===== src/rtl/z80_bus_target.sv =====
// Slave end of the tv80s CPU bus: decodes memory, I/O and interrupt-acknowledge
// cycles and forwards them to one backing-store port, stretching with wait_n.
module z80_bus_target #(
  parameter int unsigned MEM_XWAIT  = 0,
  parameter int unsigned IO_XWAIT   = 1,
  parameter logic [7:0]  INT_VECTOR = 8'hFF
) (
  input  logic        clk,
  input  logic        reset_n,
  input  logic [15:0] A,
  input  logic [7:0]  dout,
  output logic [7:0]  di,
  input  logic        m1_n,
  input  logic        mreq_n,
  input  logic        iorq_n,
  input  logic        rd_n,
  input  logic        wr_n,
  input  logic        rfsh_n,
  output logic        wait_n,
  output logic        bs_req,
  output logic        bs_io,
  output logic        bs_we,
  output logic [15:0] bs_addr,
  output logic [7:0]  bs_wdata,
  input  logic [7:0]  bs_rdata,
  input  logic        bs_ack,
  output logic        proto_err
);

  localparam logic [3:0] MEM_XW = 4'(MEM_XWAIT);
  localparam logic [3:0] IO_XW  = 4'(IO_XWAIT);

  typedef enum logic [2:0] {
    S_IDLE,
    S_ACCESS,
    S_XWAIT,
    S_INTACK,
    S_HOLD
  } state_t;

  state_t      state_q, state_d;
  logic [7:0]  di_q, di_d;
  logic        bs_io_q, bs_io_d;
  logic        bs_we_q, bs_we_d;
  logic [15:0] bs_addr_q, bs_addr_d;
  logic [7:0]  bs_wdata_q, bs_wdata_d;
  logic        proto_err_q, proto_err_d;
  logic [3:0]  xcnt_q, xcnt_d;

  logic        rw_strobe;
  logic        space_strobe;
  logic [3:0]  xwait_load;

  assign rw_strobe    = !rd_n || !wr_n;
  assign space_strobe = !mreq_n || !iorq_n;
  assign xwait_load   = bs_io_q ? IO_XW : MEM_XW;

  always_ff @(posedge clk or negedge reset_n) begin
    if (!reset_n) begin
      state_q     <= S_IDLE;
      di_q        <= 8'h00;
      bs_io_q     <= 1'b0;
      bs_we_q     <= 1'b0;
      bs_addr_q   <= 16'h0000;
      bs_wdata_q  <= 8'h00;
      proto_err_q <= 1'b0;
      xcnt_q      <= 4'd0;
    end else begin
      state_q     <= state_d;
      di_q        <= di_d;
      bs_io_q     <= bs_io_d;
      bs_we_q     <= bs_we_d;
      bs_addr_q   <= bs_addr_d;
      bs_wdata_q  <= bs_wdata_d;
      proto_err_q <= proto_err_d;
      xcnt_q      <= xcnt_d;
    end
  end

  always_comb begin
    state_d     = state_q;
    di_d        = di_q;
    bs_io_d     = bs_io_q;
    bs_we_d     = bs_we_q;
    bs_addr_d   = bs_addr_q;
    bs_wdata_d  = bs_wdata_q;
    proto_err_d = proto_err_q;
    xcnt_d      = xcnt_q;
    case (state_q)
      S_IDLE: begin
        // Refresh wins outright so the post-fetch RFSH/MREQ never reaches the store.
        if (!rfsh_n) begin
          state_d = S_IDLE;
        end else if (!rd_n && !wr_n && space_strobe) begin
          proto_err_d = 1'b1;
        end else if ((!mreq_n && rw_strobe) || (!iorq_n && m1_n && rw_strobe)) begin
          state_d    = S_ACCESS;
          bs_io_d    = mreq_n;
          bs_we_d    = !wr_n;
          bs_addr_d  = A;
          bs_wdata_d = dout;
        end else if (!iorq_n && !m1_n) begin
          state_d = S_INTACK;
        end
      end
      S_ACCESS: begin
        if (bs_ack) begin
          if (!bs_we_q) begin
            di_d = bs_rdata;
          end
          xcnt_d  = xwait_load;
          state_d = (xwait_load == 4'd0) ? S_HOLD : S_XWAIT;
        end
      end
      S_XWAIT: begin
        if (xcnt_q <= 4'd1) begin
          xcnt_d  = 4'd0;
          state_d = S_HOLD;
        end else begin
          xcnt_d = xcnt_q - 4'd1;
        end
      end
      S_INTACK: begin
        di_d    = INT_VECTOR;
        state_d = S_HOLD;
      end
      S_HOLD: begin
        // Wait for the strobe to drop so one CPU cycle yields one transaction.
        if (mreq_n && iorq_n) begin
          state_d = S_IDLE;
        end
      end
      default: state_d = S_IDLE;
    endcase
  end

  always_comb begin
    wait_n = !((state_q == S_ACCESS) || (state_q == S_XWAIT));
    bs_req = (state_q == S_ACCESS);
  end

  assign di        = di_q;
  assign bs_io     = bs_io_q;
  assign bs_we     = bs_we_q;
  assign bs_addr   = bs_addr_q;
  assign bs_wdata  = bs_wdata_q;
  assign proto_err = proto_err_q;

endmodule


===== config.mk =====
export PLATFORM = sky130hd
export DESIGN_NAME = z80_bus_target
export DESIGN_NICKNAME = d
export VERILOG_FILES = /design/src/rtl/z80_bus_target.sv
export SDC_FILE = /design/constraint.sdc
export NUM_CORES = 1
export LEC_CHECK = 0
export ABC_AREA = 1
export ABC_CLOCK_PERIOD_IN_PS = 1100
export CORE_MARGIN = 1.5
export CORE_UTILIZATION = 39
export CTS_CLUSTER_DIAMETER = 30
export DETAILED_ROUTE_END_ITERATION = 16
export HOLD_SLACK_MARGIN = 0.1
export PLACE_DENSITY = 0.75
export SLEW_MARGIN = 20
export SYNTH_ARGS = -nofsm -noshare
export SYNTH_HDL_FRONTEND = slang
export SYNTH_SLANG_ARGS = --single-unit

===== constraint.sdc =====
create_clock -name clk -period 1.1 [get_ports clk]
set_input_delay 0.11 -clock clk [delete_from_list [all_inputs] [get_ports clk]]
set_output_delay 0.11 -clock clk [all_outputs]
set_load 0.01 [all_outputs]

==> impl_results.md <==
* Syn Inst Count at 220
* Worst hold slack at roughly 0.31 ns
* N_diodes at 0
* Via density at 4.422
* Hold Vio Cnt, Final at 0
* Total chip power at 8167 uW
* Setup WS post-layout at -0.3698 ns
* Slew @ Worst Pin at around 0.3 ns
* Placed insts at 382
* Synth top area cells: dfrtp_1 51%, o21ai_2 15%, nand2_1 9.4%, inv_1 7.7%, buf_6 3.3%
* Tcrit/Tclk final at 133.6%
* Max Cap Viol at 0
* Largest net degree at the start of global routing at between 40 and 50
* Overflow after GRT at 0
* Synth top area share at between 50% and 60%
* Tightest Hold Check Type: in -> async
* Final setup fails at 44
* Initial antenna violation count at 0
* Number of synthesized register bits at 42
* Syn nets at 263
* Fin Clk Skew at 0.005332 ns
* Num ports at around 80
* H-tree levels at 2
* GPL Wtd Cong at 0.8819
* Pins Over Slew Limit at 0
* CTS Buf Count at 5
* Commonest non-fill, non-tap cell in the layout: dfrtp_1
* Routed wire length at 4714 um
* Synth cell types at 19
* Layout cell share with drive strength beyond 1 at 37.65%
* Row cnt at 26
* CP Class: reg -> out
* Reg2reg path depth at 9
* Die Y at 75.45 um
* Mapped cell area at a little over 2000 um2
* CP required at roughly 0.99 ns
* Failing checks: setup timing
* Final Net Count at roughly 380
* Clk_lat worst skew at 0.29 ns
* VDD IR max at 1.168 mV
* Min cycle time layout at 1.470 ns
* Antenna Nets Post-Route at 0
* DRC at 0
* Pwr dens at 2376 nW/um2
* CP Max Fanout at 4
* Fillers at 422
* P&R area growth vs syn at 67.91%
* Area leader, netlist: dfrtp_1
* Die Wd at between 70 and 80 um
* Area of the multi-input gates at 878.3 um2
* Max Freq at 680.3 MHz
* Post-synthesis sequential area ratio at 51.34%
* IO Port Bufs at between 70 and 80
* Leak at approximately 0.0017 uW
* Status: complete, but fails checks
* Root buffer selected by CTS: clkbuf_8
* Total global routing track utilization at ~17%
* Worst-path clk slew at 0.08 ns
* Vias in the first global route at 1718
* Max-slew headroom at about four fifths
* Post-DP HPWL at 3275 um
* Finished Layout Cells at roughly 400
* Storage element area at 1051 um2
* # clock sinks at 42
* Commonest non-fill, non-tap cells in the layout: 42 x dfrtp_1, 39 x clkdlybuf4s50_1, 38 x inv_1, 35 x o21ai_2
* First-pass GRT wire length at 7465 um
* Initial Util at roughly two fifths
* TritonCTS clock tree: yes
* Startpoint Class: flop
* Reg-to-reg slack, setup at -0.36 ns
* CP arrival at approximately 1.4 ns
* Mean Syn Cell Area at 9.304 um2
* Core ar. at 5075 um2
* Clock Tree Buf Depth at 2
* Yosys warns at 0
* Die area at 5692 um2
* 1st-pass router iterations at 4
* RR Endpoint: state_q[0]$_DFFE_PN0P_
* Wirelength per Cell at 11.50 um
* R2R Path Start: state_q[1]$_DFFE_PN0P_
* Unrepaired setup endpoints after global routing: yes
* First DRT Iteration DRCs at 64
* Crit. End Element: output port
* DR vias at 1813
flip-flops by register name, summed over array words and instances (netlist names):
name and count:
bs_addr 16, bs_wdata 8, di 8, xcnt_q 4, state_q 3, bs_io 1, bs_we 1, proto_err 1
layer usage:
layer / up-vias / GRT usage [%] / routed length (um)
li1: 918 / - / -
met1: 816 / 21.56 / 1960
met2: 74 / 29.63 / 2373
met3: 5 / 5.026 / 355
met4: 0 / 3.770 / 25
met5: - / 0 / 0
synth_stat cells (all sizes together):
library cell and count:
nor2 14, xor2 1, inv 43, o21ai 39
xnor2 1, buf 6, nand4 1, nand3b 1
o211ai 1, dfrtp 42, nand2 59, nand3 7
ha 2, o22ai 3
worst max-delay path by stage:
stage / from / to / slack (ns) / depth (start not counted)
floorplan: xcnt_q[0]$_DFFE_PN0P_ / state_q[2]$_DFFE_PN0P_ / -0.12 / 10
global placement: mreq_n / bs_wdata[1]$_DFFE_PN0P_ / -0.39 / 7
detailed placement: mreq_n / bs_addr[12]$_DFFE_PN0P_ / -0.41 / 7
CTS: state_q[1]$_DFFE_PN0P_ / bs_wdata[6]$_DFFE_PN0P_ / -0.37 / 9
global route: state_q[2]$_DFFE_PN0P_ / bs_req / -0.44 / 5
finish: state_q[2]$_DFFE_PN0P_ / bs_req / -0.37 / 5
logic make-up (layout without fill, tap and decap cells):
logic type	Yosys count	count (layout)	synth area share (%)
flops	42	42	51.34
simple gates	82	82	17.97
buf+inv	49	169	11.19
compound gates	43	43	17.42
xor+xnor	2	2	0.8559
fa+ha+maj	2	2	1.222
power breakdown:
group	internal, uW	total [uW]	leakage, uW	switching [uW]
Clock	677	1200	0.0000514	521
Combinational	2330	4310	0.00117	1980
Sequential	2210	2650	0.000525	440
stage by stage:
| stage | setup TNS [ns] | instance area [um2] | util [%] | setup slack (ns) |
|---|---|---|---|---|
| 2_1_floorplan | -3.766 | 2066 | - | -0.1153 |
| 3_3_place_gp | -13.65 | 3068 | 60.45 | -0.3896 |
| 3_5_place_dp | -14.18 | 3068 | 60.45 | -0.4137 |
| 4_1_cts | -13.81 | 3333 | 65.68 | -0.3654 |
| 5_1_grt | -17.10 | 3437 | 67.73 | -0.4373 |
| 6_report | -14.36 | 3437 | 67.73 | -0.3698 |
cell type report:
type / instances / area share [%]
clock buffer: 6 / 2.111
clock inverter: 2 / 1.092
inverter: 43 / 4.842
multi-input combinational: 129 / 25.56
sequential: 42 / 30.58
tap: 70 / 2.548
timing repair buffer: 118 / 33.27
what timing repair did:
item	in CTS	in global routing
endpoints found under the setup margin	79	71
pin swaps	7	4
hold buffers	1	0
endpoints found under the hold margin	42	0
gates resized for setup	72	36
buffers inserted	15	5
worst max-delay path, stage by stage, from the launching register on:
cell and delay, ns:
dfrtp_1 0.41, buf_4 0.16, nor2_4 0.12, nand2_2 0.10
inv_1 0.07, clkdlybuf4s15_2 0.21
Power figures use the tool's default switching activity.
